==> config.mk <==
export PLATFORM = sky130hd
export DESIGN_NAME = stage3_ex_mdu_flat
export DESIGN_NICKNAME = d
export VERILOG_FILES = /design/src/rtl/stage3_ex_mdu_if.sv /design/src/rtl/stage3_ex_mdu.sv /design/src/flat_wrapper.sv
export SDC_FILE = /design/constraint.sdc
export NUM_CORES = 1
export LEC_CHECK = 0
export ABC_AREA = 1
export ABC_CLOCK_PERIOD_IN_PS = 3100
export BUFFER_PORTS_ARGS = -buffer_cell sky130_fd_sc_hd__buf_2
export CORE_MARGIN = 2
export CORE_UTILIZATION = 48
export DETAILED_ROUTE_END_ITERATION = 10
export PLACE_DENSITY = 0.78
export SLEW_MARGIN = 30
export SYNTH_ARGS = -nofsm -noshare
export SYNTH_HDL_FRONTEND = slang
export SYNTH_SLANG_ARGS = --single-unit
==> constraint.sdc <==
create_clock -name clk -period 3.1 [get_ports clk]
set_input_delay 0.62 -clock clk [delete_from_list [all_inputs] [get_ports clk]]
set_output_delay 0.62 -clock clk [all_outputs]
set_load 0.02 [all_outputs]
==> src/rtl/stage3_ex_mdu_if.sv <==
// ID->EX->MEM handshake bundle for the execute stage.
// The master drives the ID-side fields and out_ready; the slave is the EX stage.
interface stage3_ex_mdu_if #(
  parameter int XLEN  = 32,
  parameter int REGAW = 5
);
  logic             in_valid;
  logic             in_ready;
  logic             flush;
  logic             branch;
  logic             memread;
  logic             memwrite;
  logic             memtoreg;
  logic             regwrite;
  logic [XLEN-1:0]  pc4;
  logic             alusrc;
  logic [XLEN-1:0]  data1;
  logic [XLEN-1:0]  data2;
  logic [XLEN-1:0]  seimm;
  logic [3:0]       aluctl;
  logic [2:0]       mdu_op;
  logic             regdst;
  logic [REGAW-1:0] rt;
  logic [REGAW-1:0] rd;
  logic             out_valid;
  logic             out_ready;
  logic             branch_out;
  logic             memread_out;
  logic             memwrite_out;
  logic             memtoreg_out;
  logic             regwrite_out;
  logic [XLEN-1:0]  btarget;
  logic [XLEN-1:0]  alurslt;
  logic             zero;
  logic [XLEN-1:0]  data2_out;
  logic [REGAW-1:0] wrreg_out;
  logic             mdu_busy;

  modport master (
    output in_valid, flush, branch, memread, memwrite, memtoreg, regwrite,
    output pc4, alusrc, data1, data2, seimm, aluctl, mdu_op, regdst, rt, rd,
    output out_ready,
    input  in_ready, out_valid, branch_out, memread_out, memwrite_out,
    input  memtoreg_out, regwrite_out, btarget, alurslt, zero, data2_out,
    input  wrreg_out, mdu_busy
  );

  modport slave (
    input  in_valid, flush, branch, memread, memwrite, memtoreg, regwrite,
    input  pc4, alusrc, data1, data2, seimm, aluctl, mdu_op, regdst, rt, rd,
    input  out_ready,
    output in_ready, out_valid, branch_out, memread_out, memwrite_out,
    output memtoreg_out, regwrite_out, btarget, alurslt, zero, data2_out,
    output wrreg_out, mdu_busy
  );
endinterface

==> src/rtl/stage3_ex_mdu.sv <==
// Execute stage: ALU, branch target, EX/MEM valid/ready register and a
// bit-serial unsigned multiply/divide unit with HI/LO registers.
module stage3_ex_mdu #(
  parameter int XLEN  = 32,
  parameter int REGAW = 5
) (
  input logic             clk,
  input logic             rst_n,
  stage3_ex_mdu_if.slave  ex
);

  localparam int CW = $clog2(XLEN) + 1;
  localparam logic [2:0] OP_MULTU = 3'b001;
  localparam logic [2:0] OP_DIVU  = 3'b010;
  localparam logic [2:0] OP_MFHI  = 3'b011;
  localparam logic [2:0] OP_MFLO  = 3'b100;

  typedef enum logic [1:0] {
    S_IDLE = 2'd0,
    S_MUL  = 2'd1,
    S_DIV  = 2'd2
  } state_t;

  state_t           r_state;
  state_t           w_state_nxt;
  logic             r_busy;
  logic [CW-1:0]    r_cnt;
  logic [XLEN-1:0]  r_ph;
  logic [XLEN-1:0]  r_pl;
  logic [XLEN-1:0]  r_opb;
  logic [XLEN-1:0]  r_hi;
  logic [XLEN-1:0]  r_lo;

  logic             r_out_valid;
  logic             r_branch, r_memread, r_memwrite, r_memtoreg, r_regwrite;
  logic [XLEN-1:0]  r_btarget;
  logic [XLEN-1:0]  r_alurslt;
  logic             r_zero;
  logic [XLEN-1:0]  r_data2;
  logic [REGAW-1:0] r_wrreg;

  function automatic logic [XLEN-1:0] f_alu(input logic [3:0] ctl,
                                            input logic [XLEN-1:0] a,
                                            input logic [XLEN-1:0] b);
    logic [XLEN-1:0] res;
    case (ctl)
      4'b0000: res = a & b;
      4'b0001: res = a | b;
      4'b0010: res = a + b;
      4'b0110: res = a - b;
      4'b0111: res = {{(XLEN-1){1'b0}}, ($signed(a) < $signed(b))};
      4'b1100: res = ~(a | b);
      default: res = {XLEN{1'b0}};
    endcase
    return res;
  endfunction

  logic w_mdu_op_any;
  logic w_conflict;
  logic w_in_ready;
  logic w_accept;
  logic w_start_mul;
  logic w_start_div;
  logic w_last;

  assign w_mdu_op_any = (ex.mdu_op == OP_MULTU) | (ex.mdu_op == OP_DIVU) |
                        (ex.mdu_op == OP_MFHI)  | (ex.mdu_op == OP_MFLO);
  assign w_conflict   = r_busy & w_mdu_op_any;
  assign w_in_ready   = ~w_conflict & (~r_out_valid | ex.out_ready);
  assign w_accept     = ex.in_valid & w_in_ready;
  assign w_start_mul  = w_accept & ~ex.flush & (ex.mdu_op == OP_MULTU);
  assign w_start_div  = w_accept & ~ex.flush & (ex.mdu_op == OP_DIVU);
  assign w_last       = (r_cnt == CW'(XLEN - 1));

  // Shift-add step: r_ph accumulates the high half, r_pl shifts the multiplier out.
  logic [XLEN:0]   w_mul_sum;
  logic [XLEN-1:0] w_mul_ph;
  logic [XLEN-1:0] w_mul_pl;
  assign w_mul_sum = {1'b0, r_ph} + (r_pl[0] ? {1'b0, r_opb} : {(XLEN+1){1'b0}});
  assign w_mul_ph  = w_mul_sum[XLEN:1];
  assign w_mul_pl  = {w_mul_sum[0], r_pl[XLEN-1:1]};

  // Restoring step: r_ph is the partial remainder, r_pl shifts dividend out / quotient in.
  // A zero divisor never restores, giving an all-ones quotient and remainder = dividend.
  logic [XLEN:0]   w_div_sh;
  logic [XLEN:0]   w_div_df;
  logic            w_div_ok;
  logic [XLEN-1:0] w_div_ph;
  logic [XLEN-1:0] w_div_pl;
  assign w_div_sh = {r_ph, r_pl[XLEN-1]};
  assign w_div_df = w_div_sh - {1'b0, r_opb};
  assign w_div_ok = ~w_div_df[XLEN];
  assign w_div_ph = w_div_ok ? w_div_df[XLEN-1:0] : w_div_sh[XLEN-1:0];
  assign w_div_pl = {r_pl[XLEN-2:0], w_div_ok};

  logic [XLEN-1:0] w_b;
  logic [XLEN-1:0] w_alu;
  logic [XLEN-1:0] w_result;
  assign w_b      = ex.alusrc ? ex.seimm : ex.data2;
  assign w_alu    = f_alu(ex.aluctl, ex.data1, w_b);
  assign w_result = (ex.mdu_op == OP_MFHI) ? r_hi :
                    (ex.mdu_op == OP_MFLO) ? r_lo : w_alu;

  // MDU state register.
  always_ff @(posedge clk or negedge rst_n) begin
    if (!rst_n) begin
      r_state <= S_IDLE;
    end else begin
      r_state <= w_state_nxt;
    end
  end

  // MDU next-state logic.
  always_comb begin
    w_state_nxt = r_state;
    case (r_state)
      S_IDLE: begin
        if (w_start_mul) begin
          w_state_nxt = S_MUL;
        end else if (w_start_div) begin
          w_state_nxt = S_DIV;
        end else begin
          w_state_nxt = S_IDLE;
        end
      end
      S_MUL, S_DIV: begin
        if (w_last) begin
          w_state_nxt = S_IDLE;
        end else begin
          w_state_nxt = r_state;
        end
      end
      default: w_state_nxt = S_IDLE;
    endcase
  end

  // MDU datapath, iteration counter and HI/LO write-back.
  always_ff @(posedge clk or negedge rst_n) begin
    if (!rst_n) begin
      r_busy <= 1'b0;
      r_cnt  <= {CW{1'b0}};
      r_ph   <= {XLEN{1'b0}};
      r_pl   <= {XLEN{1'b0}};
      r_opb  <= {XLEN{1'b0}};
      r_hi   <= {XLEN{1'b0}};
      r_lo   <= {XLEN{1'b0}};
    end else begin
      r_busy <= (w_state_nxt != S_IDLE);
      case (r_state)
        S_IDLE: begin
          if (w_start_mul | w_start_div) begin
            r_cnt <= {CW{1'b0}};
            r_ph  <= {XLEN{1'b0}};
            r_pl  <= ex.data1;
            r_opb <= ex.data2;
          end
        end
        S_MUL: begin
          r_cnt <= r_cnt + CW'(1);
          r_ph  <= w_mul_ph;
          r_pl  <= w_mul_pl;
          if (w_last) begin
            r_hi <= w_mul_ph;
            r_lo <= w_mul_pl;
          end
        end
        S_DIV: begin
          r_cnt <= r_cnt + CW'(1);
          r_ph  <= w_div_ph;
          r_pl  <= w_div_pl;
          if (w_last) begin
            r_hi <= w_div_ph;
            r_lo <= w_div_pl;
          end
        end
        default: r_cnt <= {CW{1'b0}};
      endcase
    end
  end

  // EX/MEM pipeline register: load on accept, drain on out_ready, otherwise frozen.
  always_ff @(posedge clk or negedge rst_n) begin
    if (!rst_n) begin
      r_out_valid <= 1'b0;
      r_branch    <= 1'b0;
      r_memread   <= 1'b0;
      r_memwrite  <= 1'b0;
      r_memtoreg  <= 1'b0;
      r_regwrite  <= 1'b0;
      r_btarget   <= {XLEN{1'b0}};
      r_alurslt   <= {XLEN{1'b0}};
      r_zero      <= 1'b0;
      r_data2     <= {XLEN{1'b0}};
      r_wrreg     <= {REGAW{1'b0}};
    end else if (w_accept) begin
      r_out_valid <= ~ex.flush;
      r_branch    <= ex.branch;
      r_memread   <= ex.memread;
      r_memwrite  <= ex.memwrite;
      r_memtoreg  <= ex.memtoreg;
      r_regwrite  <= ex.regwrite;
      r_btarget   <= ex.pc4 + {ex.seimm[XLEN-3:0], 2'b00};
      r_alurslt   <= w_result;
      r_zero      <= (w_alu == {XLEN{1'b0}});
      r_data2     <= ex.data2;
      r_wrreg     <= ex.regdst ? ex.rd : ex.rt;
    end else if (ex.out_ready) begin
      r_out_valid <= 1'b0;
    end
  end

  assign ex.in_ready     = w_in_ready;
  assign ex.out_valid    = r_out_valid;
  assign ex.branch_out   = r_branch;
  assign ex.memread_out  = r_memread;
  assign ex.memwrite_out = r_memwrite;
  assign ex.memtoreg_out = r_memtoreg;
  assign ex.regwrite_out = r_regwrite;
  assign ex.btarget      = r_btarget;
  assign ex.alurslt      = r_alurslt;
  assign ex.zero         = r_zero;
  assign ex.data2_out    = r_data2;
  assign ex.wrreg_out    = r_wrreg;
  assign ex.mdu_busy     = r_busy;

endmodule

==> src/flat_wrapper.sv <==
// flat-port wrapper written by rule: the top's interface ports become plain ports
module stage3_ex_mdu_flat 
#(
  parameter int XLEN  = 32,
  parameter int REGAW = 5
)
  (clk, rst_n, ex_in_valid, ex_flush, ex_branch, ex_memread, ex_memwrite, ex_memtoreg, ex_regwrite, ex_pc4, ex_alusrc, ex_data1, ex_data2, ex_seimm, ex_aluctl, ex_mdu_op, ex_regdst, ex_rt, ex_rd, ex_out_ready, ex_in_ready, ex_out_valid, ex_branch_out, ex_memread_out, ex_memwrite_out, ex_memtoreg_out, ex_regwrite_out, ex_btarget, ex_alurslt, ex_zero, ex_data2_out, ex_wrreg_out, ex_mdu_busy);
  stage3_ex_mdu_if #(.XLEN(XLEN), .REGAW(REGAW)) ex_i ();
  input logic clk;
  input logic rst_n;
  input wire logic [$bits(ex_i.in_valid)-1:0] ex_in_valid;
  input wire logic [$bits(ex_i.flush)-1:0] ex_flush;
  input wire logic [$bits(ex_i.branch)-1:0] ex_branch;
  input wire logic [$bits(ex_i.memread)-1:0] ex_memread;
  input wire logic [$bits(ex_i.memwrite)-1:0] ex_memwrite;
  input wire logic [$bits(ex_i.memtoreg)-1:0] ex_memtoreg;
  input wire logic [$bits(ex_i.regwrite)-1:0] ex_regwrite;
  input wire logic [$bits(ex_i.pc4)-1:0] ex_pc4;
  input wire logic [$bits(ex_i.alusrc)-1:0] ex_alusrc;
  input wire logic [$bits(ex_i.data1)-1:0] ex_data1;
  input wire logic [$bits(ex_i.data2)-1:0] ex_data2;
  input wire logic [$bits(ex_i.seimm)-1:0] ex_seimm;
  input wire logic [$bits(ex_i.aluctl)-1:0] ex_aluctl;
  input wire logic [$bits(ex_i.mdu_op)-1:0] ex_mdu_op;
  input wire logic [$bits(ex_i.regdst)-1:0] ex_regdst;
  input wire logic [$bits(ex_i.rt)-1:0] ex_rt;
  input wire logic [$bits(ex_i.rd)-1:0] ex_rd;
  input wire logic [$bits(ex_i.out_ready)-1:0] ex_out_ready;
  output wire logic [$bits(ex_i.in_ready)-1:0] ex_in_ready;
  output wire logic [$bits(ex_i.out_valid)-1:0] ex_out_valid;
  output wire logic [$bits(ex_i.branch_out)-1:0] ex_branch_out;
  output wire logic [$bits(ex_i.memread_out)-1:0] ex_memread_out;
  output wire logic [$bits(ex_i.memwrite_out)-1:0] ex_memwrite_out;
  output wire logic [$bits(ex_i.memtoreg_out)-1:0] ex_memtoreg_out;
  output wire logic [$bits(ex_i.regwrite_out)-1:0] ex_regwrite_out;
  output wire logic [$bits(ex_i.btarget)-1:0] ex_btarget;
  output wire logic [$bits(ex_i.alurslt)-1:0] ex_alurslt;
  output wire logic [$bits(ex_i.zero)-1:0] ex_zero;
  output wire logic [$bits(ex_i.data2_out)-1:0] ex_data2_out;
  output wire logic [$bits(ex_i.wrreg_out)-1:0] ex_wrreg_out;
  output wire logic [$bits(ex_i.mdu_busy)-1:0] ex_mdu_busy;
  assign ex_i.in_valid = ex_in_valid;
  assign ex_i.flush = ex_flush;
  assign ex_i.branch = ex_branch;
  assign ex_i.memread = ex_memread;
  assign ex_i.memwrite = ex_memwrite;
  assign ex_i.memtoreg = ex_memtoreg;
  assign ex_i.regwrite = ex_regwrite;
  assign ex_i.pc4 = ex_pc4;
  assign ex_i.alusrc = ex_alusrc;
  assign ex_i.data1 = ex_data1;
  assign ex_i.data2 = ex_data2;
  assign ex_i.seimm = ex_seimm;
  assign ex_i.aluctl = ex_aluctl;
  assign ex_i.mdu_op = ex_mdu_op;
  assign ex_i.regdst = ex_regdst;
  assign ex_i.rt = ex_rt;
  assign ex_i.rd = ex_rd;
  assign ex_i.out_ready = ex_out_ready;
  assign ex_in_ready = ex_i.in_ready;
  assign ex_out_valid = ex_i.out_valid;
  assign ex_branch_out = ex_i.branch_out;
  assign ex_memread_out = ex_i.memread_out;
  assign ex_memwrite_out = ex_i.memwrite_out;
  assign ex_memtoreg_out = ex_i.memtoreg_out;
  assign ex_regwrite_out = ex_i.regwrite_out;
  assign ex_btarget = ex_i.btarget;
  assign ex_alurslt = ex_i.alurslt;
  assign ex_zero = ex_i.zero;
  assign ex_data2_out = ex_i.data2_out;
  assign ex_wrreg_out = ex_i.wrreg_out;
  assign ex_mdu_busy = ex_i.mdu_busy;
  stage3_ex_mdu #(.XLEN(XLEN), .REGAW(REGAW)) u_core (.clk(clk), .rst_n(rst_n), .ex(ex_i));
endmodule
==> qor.txt <==
outcome - complete, no violations
max-slew violation count - 0
Seq/Total Area, Yosys - 0.273
initial antenna violation count - 7
Hold Vio Cnt, Final - 0
RSZ-0062 raised after global routing - yes
met2 WL - 47,100 µm
Final HPWL DP - 87,300 µm
Worst Setup Path Type - flip-flop to flip-flop
P_leak - 17.9 nW
DIE WIDTH - 234 µm
Port Buf Inserts - 266
total power - 15.5 mW
CP max stage cell - fa_2
Reg area - 6930 µm²
first-pass GRT wire length - 161,000 µm
clock-pin slew on the worst setup and hold paths - 0.06 ns
WHS Endpoint - u_core.ex.btarget[1]
clk buf depth - 3
Avg Cell Area, Syn - 6.35 µm²
main flop type after synthesis - dfrtp_1
Rel. slew slack - 0.359
CTS sink count - 277
asr flop ratio synth - 1.00
Largest stage delay, worst path - 0.39 ns
Slew @ Worst Pin - 0.959 ns
CTS HTree Levels - 2
Worst Clk Skew - 0.0335 ns
nets - 5,025
Critical Path, Cell by Cell - inv_2, ha_2, inv_2, fa_2, nand3_1, nand3_2, nand2_1, nand3_1, nand2_1, nand2_2, nand2_2, nand2_2, nand2_1, nand2_1, buf_12, o21ai_0, nand2_1, nand2_1, nand2_1
met1 wire length - 44,100 µm
die height - 234 µm
Ports - 267
post-synthesis register bit count - 277
Reg2Reg Setup Slack - 0.09 ns
RePlAce Congestion - 1.04
worst flop-to-flop path startpoint - u_core.r_pl[31]
Worst Setup Start Kind - flip-flop
commonest cells after routing, fill and taps aside - 1,199 x nand2_1, 548 x inv_1, 471 x buf_4
VDD IR max - 0.495 mV
wire length per cell - 20.2 µm
hold path start - ex_pc4[1]
Mapped Nets - 4,370
CP startpoint - u_core.r_pl[31]
most used cell, CP - nand2_1
Tcrit/Tclk final - 0.970
GRT overflow - 0
reg2reg path depth - 19
worst-path maximum fanout - 9
largest net degree at the start of global routing - 106
GRT Total Usage - 0.387
Yosys warnings - 0
via count - 30,000
routed wl met3 - 11,000 µm
layout cells sized above 1 - 0.208
min cycle time layout - 3.01 ns
Mapped Area - 25,400 µm²
drt initial violations - 3,203
reg2reg end - u_core.r_hi[27]
Avg Vias per Cell - 5.58
Setup violations, final - 0
Fmax - 333 MHz
die area - 54,800 µm²
Root Driver - clkbuf_16
Worst Hold Class - input port to flip-flop
most common cell after layout, fill and taps aside - nand2_1
post-layout util - 0.621
worst hold path depth - 3
Mapped Cells - 4,002
vias in the first global route - 27,700
max cap viols - 0
area of the core - 52,400 µm²
Worst EP arrival - 3.44 ns
DR top layer - met5
fillers - 5,016
FP Rows - 84
endpoint class of the critical path - flip-flop
CTS Buf Count - 34
worst-skew pair later-pin latency - 0.57 ns
synthesis-to-finish area growth - 28.3%
CP top delay family - simple AND/OR/NAND/NOR gates
synth unique cells - 50
TritonRoute pass-1 iters - 6
pwr dens - 476 nW/µm²
number of synthesized flops with an enable pin - 0
starting density of the core - 0.484
drt total wl - 108,000 µm
Crit path buffers/inverters - 3
DRC Markers - 0
Req. time, crit path - 3.54 ns
CTS tree - built
multi-input logic area - 16,200 µm²
post-route ant nets - 0
-- metrics by stage --
stage	TNS, ns	cells	instance area [µm²]	hold WS (ns)	setup WS, ns
after floorplan	0	4002	25400	0.324	0.0629
after global placement	-18.82	5298	30900	0.453	-0.970
after detailed placement	-19.47	5298	30900	0.458	-1.01
after CTS	0	5360	32100	0.249	0.00798
after global routing	-0.191	5370	32600	0.261	-0.0500
final	0	5371	32600	0.260	0.0932
-- layout make-up --
cell class | instances | area share
inverters | 559 | 0.0647
repair buffers | 763 | 0.166
well taps | 688 | 0.0264
flip-flops and latches | 277 | 0.213
multi-input cells | 3022 | 0.496
clock inverters | 13 | 0.00472
clock buffers | 48 | 0.0296
diodes | 1 | 0.0000768
-- worst max-delay path by stage --
stage | end | cells after the start | slack [ns]
2_1_floorplan | u_core.ex.alurslt[30] | 24 | 0.06
3_3_place_gp | u_core.ex.alurslt[25] | 19 | -0.97
3_5_place_dp | u_core.ex.alurslt[25] | 19 | -1.01
4_1_cts | u_core.ex.zero | 22 | 0.008
5_1_grt | u_core.ex.zero | 20 | -0.05
6_report | u_core.r_hi[27] | 19 | 0.09
-- sequential cells by signal, indices dropped and copies added (netlist names), 5 cells and up --
signal,flops
u_core.r_cnt,6
u_core.r_hi,32
u_core.r_ph,32
u_core.ex.data2_out,32
u_core.r_lo,32
u_core.ex.btarget,32
u_core.ex.alurslt,32
u_core.r_opb,32
u_core.r_pl,32
u_core.ex.wrreg_out,5
-- tightest hold or removal path, delay by kind of cell --
| family | cells | cell delay [ns] |
|---|---|---|
| buffers and inverters | 1 | 0.07 |
| and+or+nand+nor | 2 | 0.09 |
-- metal layers --
| layer | global-route usage | vias up |
|---|---|---|
| met4 | 0.191 | 4 |
| li1 | - | 14300 |
| met2 | 0.603 | 1574 |
| met5 | 0 | - |
| met3 | 0.0666 | 261 |
| met1 | 0.517 | 13900 |
-- cell families after synthesis --
group / synth area share
buffers and inverters: 0.108
flip-flops: 0.273
XOR/XNOR: 0.0190
adder cells (fa/ha/maj): 0.105
AO/OA/AOI/OAI: 0.174
AND/OR/NAND/NOR: 0.321
-- cells in the mapped netlist (all sizes together) (29+ instances only) --
library cell	count	area (µm²)
ha	206	2580
a31oi	58	363
nand3	277	1400
dfrtp	277	6930
nand2	1227	4620
nand4	35	219
nor3	43	215
a21oi	219	1100
inv	557	2100
buf	37	231
xnor2	29	254
clkbuf	107	402
nor2	350	1350
o21ai	339	1730
o21bai	40	300
-- where the power goes --
| group | internal, mW | switching, mW | leakage, nW | total (mW) |
|---|---|---|---|---|
| logic | 2.48 | 3.80 | 13.9 | 6.28 |
| clock network | 2.37 | 1.74 | 0.547 | 4.11 |
| registers | 4.41 | 0.715 | 3.45 | 5.13 |
-- repair_timing --
action                     CTS  global route
hold endpoints to repair    19             0
cloned                       0             3
pin swaps                    0            16
hold buffers                 1             0
buffers inserted             0             7
gates resized for setup     20           129
setup endpoints to repair   25            60
Note: power is estimated with default switching activity, not from simulation.
